## src/rtl/md_pkg.sv

```systemverilog
// Shared encodings and FSM states for the multiply/divide sequencer.
// Latency: none (definitions only).
// Backpressure: not applicable.
package md_pkg;

  localparam int MD_WIDTH = 32;

  localparam logic [1:0] MD_MULT  = 2'b00;
  localparam logic [1:0] MD_MULTU = 2'b01;
  localparam logic [1:0] MD_DIV   = 2'b10;
  localparam logic [1:0] MD_DIVU  = 2'b11;

  typedef enum logic [1:0] {
    MD_IDLE = 2'd0,
    MD_PREP = 2'd1,
    MD_RUN  = 2'd2,
    MD_FIX  = 2'd3
  } md_state_t;

  // Upper op bit selects divide; the lower bit marks the unsigned variants.
  function automatic logic md_is_div(input logic [1:0] op);
    return op[1];
  endfunction

  function automatic logic md_is_signed(input logic [1:0] op);
    return ~op[0];
  endfunction

endpackage

```

## src/rtl/muldiv_step.sv

```systemverilog
// One iteration of shift-add multiply or restoring divide on a 2*WIDTH accumulator.
// Latency: purely combinational.
// Backpressure: none; the sequencer decides when the result is registered.
module muldiv_step #(
  parameter int WIDTH = 32
) (
  input  logic [2*WIDTH-1:0] acc_i,
  input  logic [WIDTH-1:0]   operand_i,
  input  logic               div_mode_i,
  output logic [2*WIDTH-1:0] acc_o,
  output logic               q_bit_o
);

  logic [WIDTH:0]   top;
  logic [WIDTH-1:0] rem;
  logic [WIDTH:0]   sum;

  // Divide: shift left then trial-subtract the divisor from the upper half.
  // Multiply: add the multiplicand when the multiplier LSB is set, then shift right.
  always_comb begin
    top     = '0;
    rem     = '0;
    sum     = '0;
    acc_o   = acc_i;
    q_bit_o = 1'b0;
    if (div_mode_i) begin
      top     = acc_i[2*WIDTH-1:WIDTH-1];
      q_bit_o = (top >= {1'b0, operand_i});
      // When the trial succeeds the true difference is below the divisor, so W bits suffice.
      rem     = q_bit_o ? (top[WIDTH-1:0] - operand_i) : top[WIDTH-1:0];
      acc_o   = {rem, acc_i[WIDTH-2:0], 1'b0};
    end else begin
      sum   = {1'b0, acc_i[2*WIDTH-1:WIDTH]} + (acc_i[0] ? {1'b0, operand_i} : '0);
      acc_o = {sum, acc_i[WIDTH-1:1]};
    end
  end

endmodule

```

## src/rtl/muldiv_sequencer.sv

```systemverilog
// Iterative MULT/MULTU/DIV/DIVU unit owning HI/LO; optional MULDIV_FAST_MUL_EN gives single-cycle multiply.
// Latency: WIDTH+2 cycles busy per op (1 cycle for fast multiply); HI/LO written on the last busy edge.
// Backpressure: stall_md asks the hazard unit to hold D while busy; start_e is ignored when not idle.
module muldiv_sequencer
  import md_pkg::*;
#(
  parameter int WIDTH = MD_WIDTH
) (
  input  logic             clk,
  input  logic             rst_n,
  input  logic             start_e,
  input  logic [1:0]       op_e,
  input  logic [WIDTH-1:0] src_a_e,
  input  logic [WIDTH-1:0] src_b_e,
  input  logic             md_use_d,
  output logic             stall_md,
  output logic             busy,
  output logic [WIDTH-1:0] hi,
  output logic [WIDTH-1:0] lo,
  output logic             div_zero
);

  localparam int CW = $clog2(WIDTH);

  md_state_t          state_q, state_d;
  logic [1:0]         op_q, op_d;
  logic [WIDTH-1:0]   a_q, a_d;
  logic [WIDTH-1:0]   b_q, b_d;
  logic               neg_q_q, neg_q_d;
  logic               neg_r_q, neg_r_d;
  logic [2*WIDTH-1:0] acc_q, acc_d;
  logic [CW-1:0]      cnt_q, cnt_d;
  logic [WIDTH-1:0]   hi_q, hi_d;
  logic [WIDTH-1:0]   lo_q, lo_d;
  logic               dz_q, dz_d;

  logic [2*WIDTH-1:0] step_acc;
  logic               step_q_bit;
  logic [2*WIDTH-1:0] fast_prod;
  logic               sgn_e, a_neg, b_neg;
  logic [2*WIDTH-1:0] prod_fix;
  logic [WIDTH-1:0]   quo_fix, rem_fix;

  assign sgn_e = md_is_signed(op_e);

`ifdef MULDIV_FAST_MUL_EN
  localparam bit FAST_MUL = 1'b1;
  // Sign-extending both operands to 2*WIDTH makes a single truncated product correct for MULT and MULTU.
  assign fast_prod = {{WIDTH{sgn_e & src_a_e[WIDTH-1]}}, src_a_e} *
                     {{WIDTH{sgn_e & src_b_e[WIDTH-1]}}, src_b_e};
`else
  localparam bit FAST_MUL = 1'b0;
  assign fast_prod = '0;
`endif

  // Multiply keeps the multiplier in the low half and adds the multiplicand; divide shifts the dividend and subtracts the divisor.
  muldiv_step #(.WIDTH(WIDTH)) u_step (
    .acc_i      (acc_q),
    .operand_i  (md_is_div(op_q) ? b_q : a_q),
    .div_mode_i (md_is_div(op_q)),
    .acc_o      (step_acc),
    .q_bit_o    (step_q_bit)
  );

  // Next-state and datapath updates; everything holds unless the current state acts on it.
  always_comb begin
    state_d  = state_q;
    op_d     = op_q;
    a_d      = a_q;
    b_d      = b_q;
    neg_q_d  = neg_q_q;
    neg_r_d  = neg_r_q;
    acc_d    = acc_q;
    cnt_d    = cnt_q;
    hi_d     = hi_q;
    lo_d     = lo_q;
    dz_d     = dz_q;
    a_neg    = 1'b0;
    b_neg    = 1'b0;
    prod_fix = '0;
    quo_fix  = '0;
    rem_fix  = '0;
    unique case (state_q)
      MD_IDLE: begin
        if (start_e) begin
          a_neg   = sgn_e & src_a_e[WIDTH-1];
          b_neg   = sgn_e & src_b_e[WIDTH-1];
          op_d    = op_e;
          // Magnitude of -2^(W-1) is 2^(W-1) as an unsigned value, so no overflow handling is needed.
          a_d     = a_neg ? -src_a_e : src_a_e;
          b_d     = b_neg ? -src_b_e : src_b_e;
          neg_q_d = a_neg ^ b_neg;
          neg_r_d = a_neg;
          state_d = MD_PREP;
          if (FAST_MUL && !md_is_div(op_e)) begin
            hi_d    = fast_prod[2*WIDTH-1:WIDTH];
            lo_d    = fast_prod[WIDTH-1:0];
            state_d = MD_FIX;
          end
        end
      end
      MD_PREP: begin
        acc_d   = {{WIDTH{1'b0}}, (md_is_div(op_q) ? a_q : b_q)};
        cnt_d   = '0;
        state_d = MD_RUN;
      end
      MD_RUN: begin
        acc_d = step_acc | {{(2*WIDTH-1){1'b0}}, step_q_bit};
        cnt_d = cnt_q + 1'b1;
        if (cnt_q == CW'(WIDTH-1)) begin
          state_d = MD_FIX;
        end
      end
      MD_FIX: begin
        state_d = MD_IDLE;
        if (md_is_div(op_q)) begin
          quo_fix = neg_q_q ? -acc_q[WIDTH-1:0] : acc_q[WIDTH-1:0];
          rem_fix = neg_r_q ? -acc_q[2*WIDTH-1:WIDTH] : acc_q[2*WIDTH-1:WIDTH];
          // Zero divisor leaves the dividend in the remainder; the quotient is forced to all ones.
          lo_d    = (b_q == '0) ? '1 : quo_fix;
          hi_d    = rem_fix;
          dz_d    = dz_q | (b_q == '0);
        end else if (!FAST_MUL) begin
          prod_fix = neg_q_q ? -acc_q : acc_q;
          hi_d     = prod_fix[2*WIDTH-1:WIDTH];
          lo_d     = prod_fix[WIDTH-1:0];
        end
      end
      default: state_d = MD_IDLE;
    endcase
  end

  // State and architectural registers; reset abandons any operation in flight.
  always_ff @(posedge clk or negedge rst_n) begin
    if (!rst_n) begin
      state_q <= MD_IDLE;
      op_q    <= '0;
      a_q     <= '0;
      b_q     <= '0;
      neg_q_q <= 1'b0;
      neg_r_q <= 1'b0;
      acc_q   <= '0;
      cnt_q   <= '0;
      hi_q    <= '0;
      lo_q    <= '0;
      dz_q    <= 1'b0;
    end else begin
      state_q <= state_d;
      op_q    <= op_d;
      a_q     <= a_d;
      b_q     <= b_d;
      neg_q_q <= neg_q_d;
      neg_r_q <= neg_r_d;
      acc_q   <= acc_d;
      cnt_q   <= cnt_d;
      hi_q    <= hi_d;
      lo_q    <= lo_d;
      dz_q    <= dz_d;
    end
  end

  assign busy     = (state_q != MD_IDLE);
  assign stall_md = busy & md_use_d;
  assign hi       = hi_q;
  assign lo       = lo_q;
  assign div_zero = dz_q;

endmodule

```

## config.mk

```make
export PLATFORM = sky130hd
export DESIGN_NAME = muldiv_sequencer
export DESIGN_NICKNAME = d
export VERILOG_FILES = /design/src/rtl/md_pkg.sv /design/src/rtl/muldiv_step.sv /design/src/rtl/muldiv_sequencer.sv
export SDC_FILE = /design/constraint.sdc
export NUM_CORES = 1
export LEC_CHECK = 0
export CORE_UTILIZATION = 30
export DETAILED_ROUTE_END_ITERATION = 10
export PLACE_DENSITY = 0.5
export SKIP_CTS_REPAIR_TIMING = 1
export SYNTH_ARGS = -nofsm -noshare
export SYNTH_HDL_FRONTEND = slang
export SYNTH_SLANG_ARGS = --single-unit
```

## constraint.sdc

```tcl
create_clock -name clk -period 3.9 [get_ports clk]
set_input_delay 0.585 -clock clk [delete_from_list [all_inputs] [get_ports clk]]
set_output_delay 0.585 -clock clk [all_outputs]
set_load 0.02 [all_outputs]
```

## Word level (Yosys, flattened, before mapping)

Cells that the tools add are included.

| storage, ports and cells | value |
|---|---|
| word-level logic and storage cells | 59 |
| flip-flop bits (word level) | 204 |
| input bits | 70 |

| operators by class | value |
|---|---|
| magnitude comparators | 1 |
| add/subtract/negate cells | 8 |
| equality and inequality tests | 6 |
| reductions and logical operators | 7 |
| mux-type cells | 19 |
| bitwise gates (word level) | 7 |

Operators by type and width:

| kind | count |
|---|---|
| 32-bit 2-to-1 mux | 11 |
| 64-bit 2-to-1 mux | 2 |
| 32-bit negator | 4 |
| 64-bit one-hot mux with 2 select lines | 1 |
| 64-bit negator | 1 |
| 64-bit by 1-bit OR with 64-bit output | 1 |
| 32-bit by 33-bit adder with 33-bit output | 1 |
| 33-bit by 32-bit greater-or-equal comparator with 1-bit output | 1 |
| 32-bit zero test | 1 |
| 32-bit subtractor | 1 |
| 5-bit one-hot mux with 2 select lines | 1 |
| 2-bit one-hot mux with 4 select lines | 1 |
| 2-bit AND reduction | 3 |
| 5-bit by 1-bit adder with 5-bit output, second input constant | 1 |
| 5-bit == test, second input constant | 1 |
| 2-bit == test, second input constant | 2 |
| 2-bit 2-to-1 mux | 2 |
| 2-bit inequality test, second input constant | 2 |
| 2-bit nonzero test | 2 |
| 1-bit bitwise AND | 3 |
| 2-bit by 1-bit == test with 1-bit output, second input constant | 1 |
| 2-bit zero test | 1 |
| 1-bit 2-to-1 mux | 1 |
| 1-bit inverter | 1 |
| other kinds (2) | 2 |

## Logic depth before layout (Yosys ltp)

| logic depth | value |
|---|---|
| depth after elaboration | 6 |
| depth in mapped cells | 16 |
| mapped depth without buffers | 14 |

## By module

From an unflattened synthesis, not the netlist that was laid out.

| unflattened totals | value |
|---|---|
| cells, all modules | 2005 |
| area, all modules | 16912.5 um^2 |

Modules (own cells, without submodules):

| module | cells an instance | area each (um^2) | times used |
|---|---|---|---|
| muldiv_sequencer | 1349 | 12106.6 | 1 |
| muldiv_step | 656 | 4805.9 | 1 |

## Worst setup path before layout

No wires, ideal clock.

| timing | value |
|---|---|
| path type | reg2reg |
| start point | reg op_q[1] |
| end point | reg acc_q[0] |
| required time | 3775 ps |
| library setup time | 125 ps |
| slack | -385 ps |
| cell stages (with the launch flop) | 16 |
| data arrival time | 4161 ps |
| clock period less this slack | 4285 ps |
| cell sequence | dfrtp_1 -> clkbuf_1 -> buf_1 -> clkbuf_1 -> mux2i_1 -> ha_1 -> buf_4 -> o21ai_0 -> o21bai_1 -> a21o_1 -> a211o_1 -> a221oi_4 -> a211o_4 -> nand2_4 -> mux4_2 -> mux2_2 |

| between the ends | value |
|---|---|
| cells in the longest elaborated chain, start to end | 5 |

RTL lines:

| element | line | RTL |
|---|---|---|
| start, declared | muldiv_sequencer.sv:26 | `logic [1:0] op_q, op_d;` |
| start signal, assigned | muldiv_sequencer.sv:149 | `op_q <= op_d;` |
| 32-bit 2-to-1 mux | muldiv_sequencer.sv:59 | `.operand_i (md_is_div(op_q) ? b_q : a_q),` |
| 33-bit by 32-bit greater-or-equal comparator with 1-bit output | muldiv_step.sv:28 | `q_bit_o = (top >= {1'b0, operand_i});` |
| 1-bit 2-to-1 mux | muldiv_step.sv:26 | `if (div_mode_i) begin` |
| 64-bit by 1-bit OR with 64-bit output | muldiv_sequencer.sv:108 | `acc_d = step_acc \| {{(2*WIDTH-1){1'b0}}, step_q_bit};` |
| 64-bit one-hot mux with 2 select lines (*) | muldiv_sequencer.sv:83 | `unique case (state_q)` |
| end signal, assigned | muldiv_sequencer.sv:142 | `acc_q <= '0;` |
| end signal, assigned | muldiv_sequencer.sv:154 | `acc_q <= acc_d;` |
| end, declared | muldiv_sequencer.sv:31 | `logic [2*WIDTH-1:0] acc_q, acc_d;` |

Mark *: on every way between the ends. The rest lies on a longest branch, timed or not.
A chain may end at the register's enable or synchronous reset.

## Worst setup path in the final report

| timing | value |
|---|---|
| start point | reg op_q[1] |
| end point | reg acc_q[50] |

| between the ends | value |
|---|---|
| cells in the longest elaborated chain, start to end | 6 |

RTL lines:

| element | line | RTL |
|---|---|---|
| 32-bit 2-to-1 mux | muldiv_sequencer.sv:59 |  |
| 32-bit 2-to-1 mux, or another cell as far along | muldiv_step.sv:33 | `sum = {1'b0, acc_i[2*WIDTH-1:WIDTH]} + (acc_i[0] ? {1'b0, operand_i} : '0);` |
| 32-bit by 33-bit adder with 33-bit output / 32-bit 2-to-1 mux (equally long branches) | muldiv_step.sv:33, muldiv_step.sv:30 |  |
| 64-bit 2-to-1 mux (*) | muldiv_step.sv:26 |  |
| 64-bit by 1-bit OR with 64-bit output (*) | muldiv_sequencer.sv:108 |  |
| 64-bit one-hot mux with 2 select lines (*) | muldiv_sequencer.sv:83 |  |

Marked as above.

==> results.toml <==
[global_routing]
gr-total-overflow = 0
antenna_found_initial = 0
grt_max_degree = 109
grtUsageTotal_pct = 21.3
grt_pass1_vias = 13853
grt_pass1_wl_um = 86100

[yosys]
synth_area_leaders = "dfrtp_1, xnor2_1, ha_1, mux4_2, nand2_1"
netlist_area_mm2 = 0.0153
yosysTopAreaCellShare_pct = 33.1
synth_cells = 1705
ys_types = 78
ys_warn_count = 0
synth_edf_count = 0
synth_nets = 1850
ys_ff_latch = 203
synth_async_sr_flop_share_pct = 100
ys_seq_area_share_pct = 33.1
synth-main-ff-cell = "dfrtp_1"
syn_area_per_cell_um2 = 9.00
yosysTopAreaCell = "dfrtp_1"

[die]
ioPinCount = 137
dieArea_mm2 = 0.0521
initial_utilization_pct = 30.5
chipWidth_um = 228
die_h_um = 228
num_rows = 82
core_mm2 = 0.0503

[routing]
wl_per_cell_um = 21.5
first_pass_iters = 5
viasPerCell = 5.42
via_count = 14324
final_antenna_net_count = 0
wl_um = 56800
drc = 0
first_iter_violations = 1315

[hold_path]
hold_class = "flip-flop to flip-flop"

[cells_and_area]
diodes = 0
drive_gt1_share_pct = 16.0
fin_util_pct = 38.6
instances_no_fill = 2644
nets = 2097
syn2layout_area_growth_pct = 26.6
n_fill_cell = 5117

[power]
internal_power_w = 0.0108
power_frac_comb_pct = 66.7
power_switching_w = 0.00996
ir_drop_v = 0.000375
cellPowerDensity_mw_per_mm2 = 1070
pwr-share-clk_pct = 12.0
switching_share_pct = 47.9
pwr-share-seq_pct = 21.3
power.leakage_nw = 8.21

[cts]
htreeDepth = 1
cts_buffers = 26
cts_tree = "built"
path_clk_slew_ps = 70
cts_root_buf = "clkbuf_16"
cts_buffer_depth = 3
cts.sinks = 203
clk_latency_ps = 570

[placed_design]
dp.cells = 2591
dp_hpwl_um = 44900
port_buffers = 136
place_congestion = 0.919

[job]
maxCapViolations = 0

[sta]
tightest_slew_ps = 894
period_share_pct = 96.4
fmax_mhz = 266
fin_crit_ps = 3760
setup-violations-final = 0
slew_viol_final = 0
relSlewSlack_pct = 40.3
hold_viol_final = 0
finalClockSkew_ps = 19.0

[setup_path]
critPathLaunchType = "flip-flop"
path_class = "flip-flop to flip-flop"
cp.required_ps = 4340
path_max_fanout = 11
endpoint_kind = "flip-flop"
crit_arrival_ps = 4200

[status]
status = "finished clean"
## path summary, 6_finish.rpt
check	from	to	cells after the start	slack [ps]
max reg2reg	op_q[1]	acc_q[50]	15	140
max in group asynchronous	rst_n	acc_q[46]	3	2460
min in group asynchronous	rst_n	lo[17]	2	490
max	op_q[1]	acc_q[50]	15	140
min	div_zero	div_zero	1	460
min reg2reg	div_zero	div_zero	1	460
## layer usage
metal / vias up / share of wire (%) / GRT usage [%]
met3: 69 / 5.5 / 2.54
met5: - / 0 / 0
met1: 7024 / 48 / 31.4
met2: 455 / 45 / 32.9
li1: 6776 / - / -
met4: 0 / 2.1 / 5.26
## state kept, by name, indices dropped and copies added (netlist names)
name      count
a_q          32
acc_q        64
b_q          32
cnt_q         5
div_zero      1
hi           32
lo           32
neg_q_q       1
neg_r_q       1
op_q          1
state_q       2
## logic make-up (layout without fill, tap and decap cells)
kind of cell	after synthesis	after routing	share of synthesized area (%)
adders and majority gates	75	75	6.21
DFF	203	203	33.1
buffers and inverters	130	397	3.28
muxes	125	125	11.1
and+or+nand+nor	511	511	15.9
AOI/OAI and AO/OA	491	491	20.6
xor gates and xnor gates	170	170	9.70
## synthesized netlist by cell type (4+ instances only)
library cell / instances
a21o_1: 24
xnor2_1: 111
nor3_1: 36
nand2b_1: 18
or3_1: 17
nor3b_1: 4
clkbuf_1: 75
nor2_1: 131
mux2i_1: 46
a211o_1: 4
mux2_2: 47
nor2b_1: 11
o21ai_0: 122
xor2_1: 59
nand3b_1: 7
o31ai_1: 27
nand3_1: 33
o22a_1: 28
dfrtp_1: 203
a41oi_1: 4
buf_1: 7
a21oi_1: 127
o41ai_1: 14
mux4_2: 32
o21bai_1: 9
and2_1: 8
a31oi_1: 21
nand4_1: 14
a211oi_1: 11
nor4_1: 19
or4_1: 7
nand2_1: 176
and3_1: 11
o21a_1: 9
o221ai_1: 12
ha_1: 73
o211ai_1: 14
and4_1: 4
inv_1: 43
o21ai_1: 18
## power by group through the flow
stage	Clock, W	Combinational, W	Sequential, W
3_5_place_dp	0	0.0136	0.00446
4_1_cts	0.00254	0.0137	0.00443
2_1_floorplan	0	0.00818	0.00428
5_1_grt	0.00261	0.0149	0.00455
6_report	0.00249	0.0139	0.00443
3_3_place_gp	0	0.0136	0.00445
## worst max-delay path, cell delays in order (launching register included)
cell and delay [ps]:
dfrtp_4 560, buf_12 180, mux2i_1 240, buf_4 180, ha_1 270, o21ai_0 110, o21bai_1 110, a21o_1 200
a211o_1 320, a221oi_4 350, buf_4 200, a21boi_2 70, o21ai_0 180, a21oi_1 170, buf_4 210, a221o_1 260
## cell usage in the layout (no fill, tap or decap), types with 17 or more instances in the layout
| cell | n |
|---|---|
| mux4_2 | 32 |
| nand2_1 | 175 |
| nand3_1 | 33 |
| o21ai_1 | 18 |
| mux2_2 | 47 |
| ha_1 | 70 |
| nor2_1 | 130 |
| o31ai_1 | 27 |
| mux2i_1 | 46 |
| nor4_1 | 19 |
| nor3_1 | 35 |
| dfrtp_1 | 202 |
| a21oi_1 | 126 |
| nand2b_1 | 18 |
| o22a_1 | 28 |
| clkdlybuf4s50_1 | 135 |
| xnor2_1 | 111 |
| or3_1 | 17 |
| a21o_1 | 24 |
| buf_4 | 165 |
| clkbuf_16 | 26 |
| xor2_1 | 59 |
| o21ai_0 | 122 |
| inv_1 | 43 |
| a31oi_1 | 21 |
## stage by stage
stage	hold WS, ps	instance area [µm²]	power (W)	TNS, ps	worst slack (ps)
floorplan	289	15400	0.0125	0	90.2
global placement	442	18500	0.0181	0	67.2
detailed placement	456	18500	0.0181	-21.8	-21.8
CTS	-82.4	19400	0.0207	-58.2	-58.2
global route	488	19400	0.0221	-0.973	-0.973
finish	461	19400	0.0208	0	142
## cell type report
type | count | area [µm²] | share of cell area (%)
clock buffer | 34 | 691 | 3.55
timing repair buffer | 306 | 2690 | 13.8
tap | 672 | 841 | 4.33
clock inverter | 14 | 170 | 0.876
inverter | 43 | 161 | 0.831
sequential | 203 | 5080 | 26.2
multi-input combinational | 1372 | 9800 | 50.4
Power figures use the tool's default switching activity.
